`src/rtl/wb_ram_bridge.sv`:
```
// Wishbone classic slave bridging onto a 1-cycle-latency single-port RAM.
// Write ack +2, read ack +3, range error +1 from accept; one transfer at a time.
module wb_ram_bridge #(
  parameter int unsigned WORDS = 256,
  parameter logic [31:0] BASE  = 32'h1000_0000
) (
  input  logic        ck,
  input  logic        rst_n,
  input  logic        wb_cyc,
  input  logic        wb_stb,
  input  logic        wb_we,
  input  logic [3:0]  wb_sel,
  input  logic [31:0] wb_adr,
  input  logic [31:0] wb_dat_w,
  output logic [31:0] wb_dat_r,
  output logic        wb_ack,
  output logic        wb_err,
  output logic        ram_cyc,
  output logic        ram_we,
  output logic [3:0]  ram_sel,
  output logic [31:0] ram_addr,
  output logic [31:0] ram_wdata,
  input  logic [31:0] ram_rdata
);

  typedef enum logic [2:0] {S_IDLE, S_ISSUE, S_WAIT, S_ACK, S_ERR} state_t;

  localparam logic [32:0] SPAN = 33'(WORDS) << 2;

  state_t      r_state;
  state_t      w_next;
  logic        r_ram_cyc;
  logic        r_ram_we;
  logic [3:0]  r_ram_sel;
  logic [31:0] r_ram_addr;
  logic [31:0] r_ram_wdata;
  logic [31:0] r_dat_r;
  logic [31:0] w_off;
  logic        w_in_range;
  logic        w_req;

  // Subtracting BASE turns below-base addresses into huge offsets, so one compare covers both bounds.
  assign w_off      = wb_adr - BASE;
  assign w_in_range = ({1'b0, w_off} < SPAN);
  assign w_req      = wb_cyc & wb_stb;

  always_comb begin
    w_next = r_state;
    wb_ack = 1'b0;
    wb_err = 1'b0;
    case (r_state)
      S_IDLE:  if (w_req) w_next = w_in_range ? S_ISSUE : S_ERR;
      S_ISSUE: w_next = r_ram_we ? S_ACK : S_WAIT;
      S_WAIT:  w_next = wb_cyc ? S_ACK : S_IDLE;
      S_ACK: begin
        wb_ack = wb_cyc;
        w_next = S_IDLE;
      end
      S_ERR: begin
        wb_err = wb_cyc;
        w_next = S_IDLE;
      end
      default: w_next = S_IDLE;
    endcase
  end

  always_ff @(posedge ck or negedge rst_n) begin
    if (!rst_n) begin
      r_state     <= S_IDLE;
      r_ram_cyc   <= 1'b0;
      r_ram_we    <= 1'b0;
      r_ram_sel   <= 4'h0;
      r_ram_addr  <= 32'h0;
      r_ram_wdata <= 32'h0;
      r_dat_r     <= 32'h0;
    end else begin
      r_state   <= w_next;
      r_ram_cyc <= (w_next == S_ISSUE);
      if (r_state == S_IDLE && w_req) begin
        r_ram_we    <= wb_we;
        r_ram_sel   <= wb_sel;
        r_ram_addr  <= {2'b00, w_off[31:2]};
        r_ram_wdata <= wb_dat_w;
      end
      if (r_state == S_WAIT) r_dat_r <= ram_rdata;
    end
  end

  assign ram_cyc   = r_ram_cyc;
  assign ram_we    = r_ram_we;
  assign ram_sel   = r_ram_sel;
  assign ram_addr  = r_ram_addr;
  assign ram_wdata = r_ram_wdata;
  assign wb_dat_r  = r_dat_r;

endmodule
```
`config.mk`:
```
export PLATFORM = sky130hd
export DESIGN_NAME = wb_ram_bridge
export DESIGN_NICKNAME = d
export VERILOG_FILES = /design/src/rtl/wb_ram_bridge.sv
export SDC_FILE = /design/constraint.sdc
export NUM_CORES = 1
export LEC_CHECK = 0
export ABC_AREA = 1
export CAP_MARGIN = 20
export CORE_MARGIN = 2
export CORE_UTILIZATION = 44
export CTS_BUF_LIST = sky130_fd_sc_hd__clkbuf_4 sky130_fd_sc_hd__clkbuf_8
export CTS_CLUSTER_DIAMETER = 40
export DETAILED_ROUTE_END_ITERATION = 12
export GPL_TIMING_DRIVEN = 0
export PLACE_DENSITY = 0.91
export SLEW_MARGIN = 15
export SYNTH_ARGS = -nofsm -noshare
export SYNTH_HDL_FRONTEND = slang
export SYNTH_SLANG_ARGS = --single-unit
```
`constraint.sdc`:
```
create_clock -name ck -period 2.15 [get_ports ck]
set_input_delay 0.215 -clock ck [delete_from_list [all_inputs] [get_ports ck]]
set_output_delay 0.215 -clock ck [all_outputs]
set_load 0.02 [all_outputs]
```
==> impl_metrics.ini <==
[routing]
vias_per_cell = 4.727
drc = 0
drtIter0Drc = 83
num_vias = 3474
drt-total-wl_um = 11020
ant_nets = 0
routedWlPerCell_um = 14.99
first_pass_iters = 4

[final_layout]
final_cell_mix = 203 x clkdlybuf4s50_1, 191 x nand2_1, 103 x dfrtp_1
syn_to_final_growth_pct = 59.30
final_core_util_pct = 71.03
post_route_cells_drive_above_1_share_pct = 10.90
multi_input_area_um2 = 1311
final_common_cell = clkdlybuf4s50_1
ff_latch_area_um2 = 2577
antenna_cells = 0
nets = 727
fillers = 672

[floorplanning]
fp-row-count = 35
core_um2 = 9109
die_width_um = 100.1
die_area_um2 = 10020
dieHeight_um = 100.1
pin_count = 209
initial_core_util_pct = 44.59

[placed_design]
place_hpwl_um = 8622
io_buffers = 204
dp_slack_ns = 0.2681
place_congestion = 0.7919

[clock_tree]
cts_tree = built
clk_latency_ns = 0.35
path_clk_slew_ns = 0.10
htree_num_levels = 3
cts_root_buf = clkbuf_8
post_cts_buffers = 0
clk_path_buf_depth = 2
numClockSinks = 103
cts_buffers = 9

[global_route]
grt_max_degree = 68
overflow = 0
grt_pass1_wl_um = 17630
grt_usage_pct = 22.45
grt_pass1_vias = 3673
antenna_found_initial = 0

[power_and_ir_drop]
peakVddDrop_mv = 0.6873
powerDensity_nw_per_um2 = 1417
total_power_mw = 9.170
power_leakage_nw = 3.080

[worst_hold_path]
min_path_type = in2async

[timing]
hold_ws_ns = 0.3186
max_freq_mhz = 502.4
grt_setup_unrepaired = no
maxSlewViolCount = 0
post-route-min-period_ns = 1.990
setup_viol = 0
worst_slack_ns = 0.1595
period_share_pct = 92.58
finalHoldViolCount = 0
final.setup_skew_ns = 0.01449

[synth]
ys_ff_latch = 103
yosysTopAreaCell = dfrtp_1
syn-cell-area_um2 = 4061
synthMuxAreaShare_pct = 8.872
yosysSeqAreaShare_pct = 63.46
synth-adder-area-share_pct = 0.9242
synth_top_family_by_area = simple AND/OR/NAND/NOR gates
avgSynthCellArea_um2 = 10.13
yosysTopAreaCellShare_pct = 63.46
synthTopCellsByArea = dfrtp_1 63%, nand2_1 18%, mux2_2 8.3%
synth_xor_area_share_pct = 0.2157
ys.warnings.count = 0
synthDistinctLibCells = 24
synth_cells = 401
synth_compound_area_share_pct = 1.510
synthSimpleGateAreaFrac_pct = 20.58

[critical_path]
rr_endpoint = ram_wdata[24]
crit_chain = nor4_1 -> clkdlybuf4s50_1
arrival_ns = 1.78
rr_startpoint = r_state[1]
setup.worst_path.end = wb_err
critPathMaxFanout = 5
crit_path_start_kind = flop
worstSetupPathType = reg2out
crit_start = r_state[1]
rr_worst_depth = 6
slowest_stage = clkdlybuf4s50_1
worst_path_largest_cell_delay_ns = 0.68
crit_path_end_kind = output port
required_ns = 1.93
r2r_slack_ns = 0.72

[job]
max-cap-violations = 0

[outcome]
outcome = completed
==> per-layer routing <==
| layer | GRT usage (%) | up-vias | wire (µm) |
|---|---|---|---|
| li1 | - | 1676 | - |
| met1 | 26.30 | 1649 | 4386 |
| met2 | 40.33 | 133 | 5676 |
| met3 | 6.407 | 16 | 770 |
| met4 | 6.322 | 0 | 184 |
| met5 | 0 | - | 0 |
==> cells by family after synthesis <==
logic type / Yosys count
fa+ha+maj: 3
compound gates: 12
buf+inv: 34
mux: 32
simple gates: 215
flops: 103
xor+xnor: 1
other cells: 1
==> registers in the layout, summed over array words and instances (netlist names) <==
| signal | count |
|---|---|
| ram_wdata | 32 |
| ram_sel | 4 |
| r_state | 3 |
| wb_dat_r | 32 |
| ram_addr | 30 |
| ram_we | 1 |
| ram_cyc | 1 |
==> power by group <==
| group | internal (mW) | switching [mW] |
|---|---|---|
| Clock | 0.480 | 0.659 |
| Sequential | 2.85 | 0.529 |
| Combinational | 2.33 | 2.32 |
==> cell usage after synthesis (all sizes together) <==
| cell | n |
|---|---|
| nand2 | 191 |
| dfrtp | 103 |
| mux2 | 32 |
| buf | 16 |
| inv | 15 |
| nor2 | 14 |
| o21ai | 9 |
| nand3 | 5 |
| clkbuf | 3 |
| ha | 3 |
| a21oi | 2 |
| nand4 | 2 |
| a31oi | 1 |
| conb | 1 |
| nor3 | 1 |
| nor4 | 1 |
| or2 | 1 |
| xnor2 | 1 |
==> final cells by class <==
| type | count | share of cell area [%] |
|---|---|---|
| timing repair buffer | 206 | 32.16 |
| buffer | 19 | 1.857 |
| inverter | 15 | 0.8702 |
| sequential | 103 | 39.84 |
| multi-input combinational | 265 | 20.27 |
| clock buffer | 11 | 2.243 |
| clock inverter | 5 | 0.6188 |
| tap | 111 | 2.147 |
==> critical path, delay by kind of cell (launching register included) <==
| family | cells | cell delay (ns) |
|---|---|---|
| buf+inv | 1 | 0.68 |
| flops | 1 | 0.44 |
| simple gates | 1 | 0.31 |
==> metrics by stage <==
step / cells / setup TNS [ns] / area (µm²)
after global routing: 735 / 0 / 6470
final: 735 / 0 / 6470
after floorplan: 402 / 0 / 4065
after detailed placement: 718 / 0 / 6275
after global placement: 717 / -286.75 / 6246
after CTS: 735 / 0 / 6470
==> what timing repair did <==
action / in CTS / in global routing
hold buffers: 1 / 0
resized for setup: 0 / 0
hold endpoints to repair: 36 / 0
==> worst min-delay path by stage <==
stage | from | to | slack [ns] | depth (start not counted)
2_1_floorplan | rst_n | r_state[0] | -0.08 | 0
3_3_place_gp | ram_wdata[12] | ram_wdata[12] | 0.46 | 2
3_5_place_dp | rst_n | ram_addr[1] | 0.14 | 1
4_1_cts | rst_n | ram_addr[1] | 0.31 | 2
5_1_grt | rst_n | ram_addr[7] | 0.33 | 2
6_report | rst_n | ram_addr[1] | 0.32 | 2
(Power assumes the default switching activity.)
